**src/rtl/input_debouncer.sv**
```systemverilog
// input_debouncer
// Synchronizes a raw asynchronous input through an N_SYNC-stage chain, then
// accepts a new level only after it has been seen for DEBOUNCE_CYCLES
// consecutive synchronized samples. Rejected candidate changes (the input
// returned to the current output level before acceptance) are counted in a
// saturating glitch counter that software can clear.
module input_debouncer #(
    parameter int   N_SYNC          = 2,     // >= 2
    parameter int   DEBOUNCE_CYCLES = 16,    // >= 1
    parameter int   GLITCH_WIDTH    = 16,
    parameter logic RESET_LEVEL     = 1'b0
) (
    input  logic                    clk,
    input  logic                    rst_n,
    input  logic                    a_async,
    input  logic                    glitch_clr,
    output logic                    y,
    output logic                    busy,
    output logic [GLITCH_WIDTH-1:0] glitch_cnt
);

    localparam int CNT_W = $clog2(DEBOUNCE_CYCLES + 1);
    localparam logic [CNT_W-1:0]        CNT_LAST   = CNT_W'(DEBOUNCE_CYCLES - 1);
    localparam logic [GLITCH_WIDTH-1:0] GLITCH_MAX = '1;

    typedef enum logic {
        ST_STABLE  = 1'b0,
        ST_QUALIFY = 1'b1
    } state_t;

    logic [N_SYNC-1:0]       sync_q, sync_d;
    state_t                  state_q, state_d;
    logic [CNT_W-1:0]        cnt_q, cnt_d;
    logic                    y_q, y_d;
    logic                    busy_q, busy_d;
    logic [GLITCH_WIDTH-1:0] glitch_q, glitch_d;
    logic                    s;
    logic                    glitch_evt;

    // Synchronizer shift: only stage 0 ever sees the asynchronous input.
    always_comb begin
        sync_d = {sync_q[N_SYNC-2:0], a_async};
    end

    assign s = sync_q[N_SYNC-1];

    // Qualification FSM: decide next state, counter, output level and glitch event.
    always_comb begin
        state_d    = state_q;
        cnt_d      = cnt_q;
        y_d        = y_q;
        glitch_evt = 1'b0;
        case (state_q)
            ST_STABLE: begin
                if (s != y_q) begin
                    if (DEBOUNCE_CYCLES == 1) begin
                        // A single sample is already enough to accept.
                        y_d = s;
                    end else begin
                        state_d = ST_QUALIFY;
                        cnt_d   = CNT_W'(1);
                    end
                end
            end
            ST_QUALIFY: begin
                if (s != y_q) begin
                    if (cnt_q == CNT_LAST) begin
                        y_d     = s;
                        state_d = ST_STABLE;
                        cnt_d   = '0;
                    end else begin
                        cnt_d = cnt_q + 1'b1;
                    end
                end else begin
                    // Input fell back to the current level: reject, y untouched.
                    state_d    = ST_STABLE;
                    cnt_d      = '0;
                    glitch_evt = 1'b1;
                end
            end
            default: begin
                state_d = ST_STABLE;
                cnt_d   = '0;
            end
        endcase
        busy_d = (state_d == ST_QUALIFY);
    end

    // Saturating glitch counter; a clear and a same-cycle glitch leave a count of one.
    always_comb begin
        glitch_d = glitch_q;
        if (glitch_clr) begin
            glitch_d = glitch_evt ? GLITCH_WIDTH'(1) : '0;
        end else if (glitch_evt && (glitch_q != GLITCH_MAX)) begin
            glitch_d = glitch_q + 1'b1;
        end
    end

    // State registers with synchronous active-low reset; reset abandons any qualification.
    always_ff @(posedge clk) begin
        if (!rst_n) begin
            sync_q   <= {N_SYNC{RESET_LEVEL}};
            state_q  <= ST_STABLE;
            cnt_q    <= '0;
            y_q      <= RESET_LEVEL;
            busy_q   <= 1'b0;
            glitch_q <= '0;
        end else begin
            sync_q   <= sync_d;
            state_q  <= state_d;
            cnt_q    <= cnt_d;
            y_q      <= y_d;
            busy_q   <= busy_d;
            glitch_q <= glitch_d;
        end
    end

    assign y          = y_q;
    assign busy       = busy_q;
    assign glitch_cnt = glitch_q;

endmodule

```
**config.mk**
```make
export PLATFORM = sky130hd
export DESIGN_NAME = input_debouncer
export DESIGN_NICKNAME = d
export VERILOG_FILES = /design/src/rtl/input_debouncer.sv
export SDC_FILE = /design/constraint.sdc
export NUM_CORES = 1
export LEC_CHECK = 0
export ABC_AREA = 1
export CAP_MARGIN = 20
export CORE_MARGIN = 2
export CORE_UTILIZATION = 41
export CTS_BUF_LIST = sky130_fd_sc_hd__clkbuf_4
export DETAILED_ROUTE_END_ITERATION = 12
export PLACE_DENSITY_LB_ADDON = 0.12
export SYNTH_ARGS = -nofsm -noshare
export SYNTH_HDL_FRONTEND = slang
export SYNTH_SLANG_ARGS = --single-unit
```
**constraint.sdc**
```tcl
create_clock -name clk -period 1.7 [get_ports clk]
set_input_delay 0.255 -clock clk [delete_from_list [all_inputs] [get_ports clk]]
set_output_delay 0.255 -clock clk [all_outputs]
set_load 0.005 [all_outputs]
```
=== After elaboration in Yosys (flattened, before gate mapping) ===
Index checks and enable logic that the tools add are counted.

* Reductions and logical operators: 3
* $add $sub $neg: 2
* Eq/ne operators: 4
* Multiplexer cells: 13
* Bitwise operators: 1

{| class="wikitable"
|+ Operators with widths
! kind !! count
|-
| $mux W16 || 2
|-
| $add A16 B1 Y16 const B || 1
|-
| $ne A16 B16 Y1 const B || 1
|-
| $mux W5 || 3
|-
| $pmux W5 S2 || 1
|-
| $mux W1 || 6
|-
| $add A5 B1 Y5 const B || 1
|-
| $eq A5 B4 Y1 const B || 1
|-
| $reduce_and A3 Y1 || 1
|-
| $ne A2 B2 Y1 const B || 1
|-
| $pmux W1 S2 || 1
|-
| $reduce_bool A2 Y1 || 1
|-
| $logic_and A1 B1 Y1 || 1
|-
| $ne A1 B1 Y1 || 1
|-
| $not A1 Y1 || 1
|}

* Register bits after elaboration: 25
* Word-level logic and storage cells: 28
* Output and inout bits: 18
* Input bits: 4

=== Depth between registers and ports, before layout ===
Gate-level depths: netlist (run 1).

* Depth in word-level cells: 6
* Gate-level depth with buffers: 10
* Mapped depth without buffers: 10

=== Worst setup path after synthesis (run 1) ===
Ideal clock, no wire load.

* Path kind: register to register
* Start point: register glitch_q[0], in the netlist glitch_cnt[0]
* End point: register glitch_q[10], in the netlist glitch_cnt[10]
* Library setup time: 0.113 ns
* Slack: 0.205 ns
* Data arrival time: 1.382 ns
* Stages on the path, launching flop included: 9
* Buffers on the path: 0
* Data required time: 1.587 ns
* Clock period less this slack: 1.495 ns
* Cells stage by stage: dfxtp_1 > ha_1 > nand2_1 > nor2_2 > nand2_2 > o21ai_4 > nand2_4 > nor2_1 > nor2_1

* Longest elaborated chain between the ends: 3
* Elaborated cells between the ends (all ways): 6
* Those cells by class: add/sub: 1; eq/ne: 1; mux: 2; reduce/logical: 2

{| class="wikitable"
|+ Ends and longest elaborated chain
! what !! line !! source
|-
| start, declared || 36 || <nowiki>logic [GLITCH_WIDTH-1:0] glitch_q, glitch_d;</nowiki>
|-
| start signal, assigned || 114 || <nowiki>glitch_q <= glitch_d;</nowiki>
|-
| $add A16 B1 Y16 / $ne A16 B16 Y1 (equally long branches) || 95, 94 ||
|-
| $mux W16 / $logic_and A1 B1 Y1 (equally long branches) || 94 || <nowiki>end else if (glitch_evt && (glitch_q != GLITCH_MAX)) begin</nowiki>
|-
| $mux W16 / $reduce_bool A2 Y1 (equally long branches) || - ||
|}

Several ways; a longest one is shown, not always the timed one. The select of a mux whose other input is x is not followed.
A chain may end at the register's enable or synchronous reset.

=== Final worst setup path (run 1) ===
* Start point: register glitch_q[9], in the netlist glitch_cnt[9]
* End point: output glitch_cnt[9]

{| class="wikitable"
|+ RTL lines
! what !! line !! source
|-
| end, declared || 19 || <nowiki>output logic [GLITCH_WIDTH-1:0] glitch_cnt</nowiki>
|}

No word-level cell between the ends.

==> report_table.html, run 1 <==
<table>
<tr><th>Metric</th><th>Value</th></tr>
<tr><th colspan="2">Final layout</th></tr>
<tr><td>Fraction of layout cells with a size suffix above 1</td><td>16.7%</td></tr>
<tr><td>Ant diodes</td><td>0</td></tr>
<tr><td>Relative area change from synthesis to final layout</td><td>33.9%</td></tr>
<tr><td>Final standard cell utilization of the core</td><td>56.5%</td></tr>
<tr><td>Count of nets after finishing</td><td>264</td></tr>
<tr><th colspan="2">GRT</th></tr>
<tr><td>Global Route Usage Sum</td><td>17.8%</td></tr>
<tr><td>First-pass GRT wire length</td><td>5.66 mm</td></tr>
<tr><td>Via count of the first global-routing pass</td><td>1293</td></tr>
<tr><td>Initial antenna violation count</td><td>0</td></tr>
<tr><td>Gr ovfl total</td><td>0</td></tr>
<tr><td>Pin count of the biggest net entering global routing</td><td>14</td></tr>
<tr><th colspan="2">Detailed routing</th></tr>
<tr><td>Via count of the routed design</td><td>1408</td></tr>
<tr><td>Detail-routed net length per standard cell</td><td>10.8 microns</td></tr>
<tr><td>Average via count per standard cell</td><td>4.65</td></tr>
<tr><td>Initial DRT Pass Iterations</td><td>4</td></tr>
<tr><td>Number of remaining DRC errors</td><td>0</td></tr>
<tr><td>Total detailed-routing wirelength</td><td>3.28 mm</td></tr>
<tr><td>Count of antenna-violating nets left after detailed routing</td><td>0</td></tr>
<tr><td>Number of DRC markers after the initial detailed-route iteration</td><td>73</td></tr>
<tr><th colspan="2">Setup path</th></tr>
<tr><td>Arrival time at the worst endpoint</td><td>1.31 ns</td></tr>
<tr><td>Max stage delay on crit path</td><td>0.49 ns</td></tr>
<tr><td>Cell-by-cell trace of the critical path</td><td>buf_4 &gt; clkdlybuf4s50_1</td></tr>
<tr><td>Startpoint kind of the worst setup timing path</td><td>register</td></tr>
<tr><td>Slowest cell on crit path</td><td>sky130_fd_sc_hd__clkdlybuf4s50_1</td></tr>
<tr><td>Number of buffers and inverters on the critical path</td><td>2</td></tr>
<tr><td>Top delay family on crit path</td><td>buffers and inverters</td></tr>
<tr><td>Crit Path Max Fanout</td><td>4</td></tr>
<tr><td>Critical path type</td><td>register to output port</td></tr>
<tr><td>Required time of the critical path</td><td>1.44 ns</td></tr>
<tr><td>Worst Setup End Kind</td><td>output port</td></tr>
<tr><th colspan="2">Timing</th></tr>
<tr><td>Setup Skew</td><td>0.00847 ns</td></tr>
<tr><td>Final Hold Vio Count</td><td>0</td></tr>
<tr><td>Minimum clock period after layout</td><td>1.57 ns</td></tr>
<tr><td>Slew headroom</td><td>79.4%</td></tr>
<tr><td>Worst Max-Slew Pin Slew</td><td>0.308 ns</td></tr>
<tr><td>Setup Viol. Count Final</td><td>0</td></tr>
<tr><td>Fin crit share</td><td>92.2%</td></tr>
<tr><td>Max Clk Rate</td><td>0.638 GHz</td></tr>
<tr><td>Final sum of negative setup slack</td><td>0 ns</td></tr>
<tr><td>Unrepaired setup endpoints after global routing</td><td>no</td></tr>
<tr><td>Final number of max-transition violations</td><td>0</td></tr>
<tr><th colspan="2">Die</th></tr>
<tr><td>Die width</td><td>62.2 microns</td></tr>
<tr><td>Area of the core region</td><td>3280 sq um</td></tr>
<tr><td>Row count</td><td>21</td></tr>
<tr><td>Starting density of the core</td><td>42.2%</td></tr>
<tr><td>Count of pins on the block boundary</td><td>22</td></tr>
<tr><td>Floorplan die area</td><td>3860 sq um</td></tr>
<tr><td>Die Y-Extent</td><td>62.2 microns</td></tr>
<tr><th colspan="2">Synth</th></tr>
<tr><td>Netlist area before placement</td><td>1390 sq um</td></tr>
<tr><td>Post-synthesis cell type with the largest combined area</td><td>sky130_fd_sc_hd__dfxtp_1</td></tr>
<tr><td>Adder-cell share of the synthesized area</td><td>1.81%</td></tr>
<tr><td>Mux share of post-synthesis cell area</td><td>0%</td></tr>
<tr><td>Xor-xnor portion of the synthesized cell area</td><td>3.79%</td></tr>
<tr><td>Share of synthesized cell area in and, or, nand and nor gates</td><td>40.6%</td></tr>
<tr><td>Fraction of the yosys area taken by sequential cells</td><td>36.1%</td></tr>
<tr><td>Share of synthesized flip-flops with an asynchronous set or reset</td><td>0%</td></tr>
<tr><td>Synth Warn #</td><td>0</td></tr>
<tr><td>Unique masters post-synth</td><td>24</td></tr>
<tr><td>Primary flip-flop cell chosen by synthesis mapping</td><td>sky130_fd_sc_hd__dfxtp_1</td></tr>
<tr><td>Synthesized net count</td><td>216</td></tr>
<tr><td>Per-instance average area after synthesis</td><td>6.60 sq um</td></tr>
<tr><td>Post-synth EDFFs</td><td>0</td></tr>
<tr><td>Most instantiated library cell after synthesis</td><td>sky130_fd_sc_hd__nand2_1</td></tr>
<tr><td>Most instantiated cells after synthesis</td><td>sky130_fd_sc_hd__nand2_1, sky130_fd_sc_hd__nor2_1, sky130_fd_sc_hd__dfxtp_1</td></tr>
<tr><td>Dominant cells by area after synthesis</td><td>sky130_fd_sc_hd__dfxtp_1, sky130_fd_sc_hd__nand2_1, sky130_fd_sc_hd__nor2_1</td></tr>
<tr><td>Area fraction of the dominant cell type after synthesis</td><td>36.1%</td></tr>
<tr><td>Number of storage elements in the synthesis netlist</td><td>25</td></tr>
<tr><td>Dominant combinational cell family by area after synthesis</td><td>simple AND/OR/NAND/NOR gates</td></tr>
<tr><td>Compound-Gate Fraction of Synth Area</td><td>10.4%</td></tr>
<tr><td>Post-synthesis instance total</td><td>210</td></tr>
<tr><th colspan="2">Clocking</th></tr>
<tr><td>Insertion delay to the later sink of the worst-skew pair</td><td>0.31 ns</td></tr>
<tr><td>Clock slew seen by the registers of the worst setup and hold paths</td><td>0.14 ns</td></tr>
<tr><td>Clock root buffer</td><td>sky130_fd_sc_hd__clkbuf_4</td></tr>
<tr><td>Clock tree sinks</td><td>25</td></tr>
<tr><td>Number of hold buffers added after CTS</td><td>0</td></tr>
<tr><td>Total CTS buffers</td><td>3</td></tr>
<tr><td>Clock H-tree levels</td><td>1</td></tr>
<tr><td>CTS Buffer Depth</td><td>2</td></tr>
<tr><td>Clock tree from TritonCTS</td><td>done</td></tr>
<tr><th colspan="2">Pwr</th></tr>
<tr><td>Leakage component of the power</td><td>0.702 nW</td></tr>
<tr><td>Max IR drop VDD</td><td>298 uV</td></tr>
<tr><td>Power density over the cells</td><td>528 nW/um^2</td></tr>
<tr><th colspan="2">Run status</th></tr>
<tr><td>Result of the run</td><td>complete, no violations</td></tr>
<tr><th colspan="2">Placed design</th></tr>
<tr><td>Final estimated routing congestion in global placement</td><td>0.802</td></tr>
<tr><td>Half-perimeter wire length after placement</td><td>2.52 mm</td></tr>
<tr><td>Number of I/O port buffers</td><td>21</td></tr>
<tr><th colspan="2">Worst hold path</th></tr>
<tr><td>Min-delay worst type</td><td>register to register</td></tr>
<tr><th colspan="2">Run</th></tr>
<tr><td>Max capacitance violation total</td><td>0</td></tr>
</table>
## flip-flops by register name (all words and copies together) (netlist names)
register    count
y               1
glitch_cnt     16
cnt_q           5
sync_q          2
busy            1
## cell usage in the layout, fill, tap and decap left out, types with 5 or more instances in the layout
cell type and instances:
sky130_fd_sc_hd__nand3_1 22, sky130_fd_sc_hd__xor2_1 6, sky130_fd_sc_hd__a21oi_1 11, sky130_fd_sc_hd__dfxtp_1 25
sky130_fd_sc_hd__clkdlybuf4s50_1 21, sky130_fd_sc_hd__inv_1 22, sky130_fd_sc_hd__nand2_1 56, sky130_fd_sc_hd__nor2_1 33
sky130_fd_sc_hd__nor2_2 5, sky130_fd_sc_hd__buf_4 24
## area by class of cell
cell class	count	area [sq um]
clock buffer	4	30.0
sequential	25	500
timing repair buffer	45	390
fill	345	1430
multi-input combinational	160	792
tap	46	57.6
inverter	23	86.3
## worst min-delay path: stages (launching register included)
cell and delay (ns):
sky130_fd_sc_hd__dfxtp_1 0.33, sky130_fd_sc_hd__nand2_1 0.05, sky130_fd_sc_hd__inv_1 0.03
## path summary, 6_finish.rpt
| path | end | slack [ns] | cells after the start | startpoint |
|---|---|---|---|---|
| hold / removal | sync_q[1]$_SDFF_PN0_ | 0.43 | 2 | sync_q[0]$_SDFF_PN0_ |
| setup reg to reg | glitch_cnt[0]$_SDFFE_PN0P_ | 0.17 | 8 | glitch_cnt[1]$_SDFFE_PN0P_ |
| hold reg to reg | sync_q[1]$_SDFF_PN0_ | 0.43 | 2 | sync_q[0]$_SDFF_PN0_ |
| setup / recovery | glitch_cnt[9] | 0.13 | 2 | glitch_cnt[9]$_SDFFE_PN0P_ |
## what timing repair did
action                                 CTS  global route
setup buffers                            0             1
endpoints found under the hold margin    0             0
setup endpoints to repair                0            11
resized for setup                        0             2
## through the flow
stage / total power [mW] / std cells / worst slack, ns / hold WS [ns] / area (sq um)
6_report: 0.981 / 303 / 0.132 / 0.432 / 1860
4_1_cts: 1.00 / 302 / 0.0150 / 0.439 / 1840
3_5_place_dp: 0.714 / 298 / 0.0543 / 0.410 / 1810
5_1_grt: 1.05 / 303 / 0.00681 / 0.460 / 1860
3_3_place_gp: 0.714 / 298 / 0.124 / 0.411 / 1810
2_1_floorplan: 0.662 / 210 / 0.205 / 0.348 / 1390
## per-layer routing
layer | global-route usage, % | routed length (microns)
met1 | 26.2 | 1720
met2 | 27.4 | 1470
met3 | 2.36 | 95
met4 | 4.72 | 0
met5 | 0 | 0
## power by group
group          total, mW  leakage, nW  internal, mW  switching, mW
clock              0.279       0.0184         0.107          0.172
sequential         0.602        0.202         0.595        0.00691
combinational      0.100        0.481        0.0458         0.0542
## cell families after synthesis
kind of cell,after synthesis
AOI/OAI and AO/OA,23
and+or+nand+nor,129
buffers and inverters,25
adders and majority gates,2
xor gates and xnor gates,6
DFF,25
(Power assumes the default switching activity.)
==> run 2, diff against run 1 <==
--- a/config.mk
+++ b/config.mk
@@ -12,6 +12,7 @@
 export CTS_BUF_LIST = sky130_fd_sc_hd__clkbuf_4
 export DETAILED_ROUTE_END_ITERATION = 12
 export PLACE_DENSITY_LB_ADDON = 0.12
+export SLEW_MARGIN = 20
 export SYNTH_ARGS = -nofsm -noshare
 export SYNTH_HDL_FRONTEND = slang
 export SYNTH_SLANG_ARGS = --single-unit
==> results of run 2 <==
No change in the layout: final DEF, timing and power equal those of run 1.
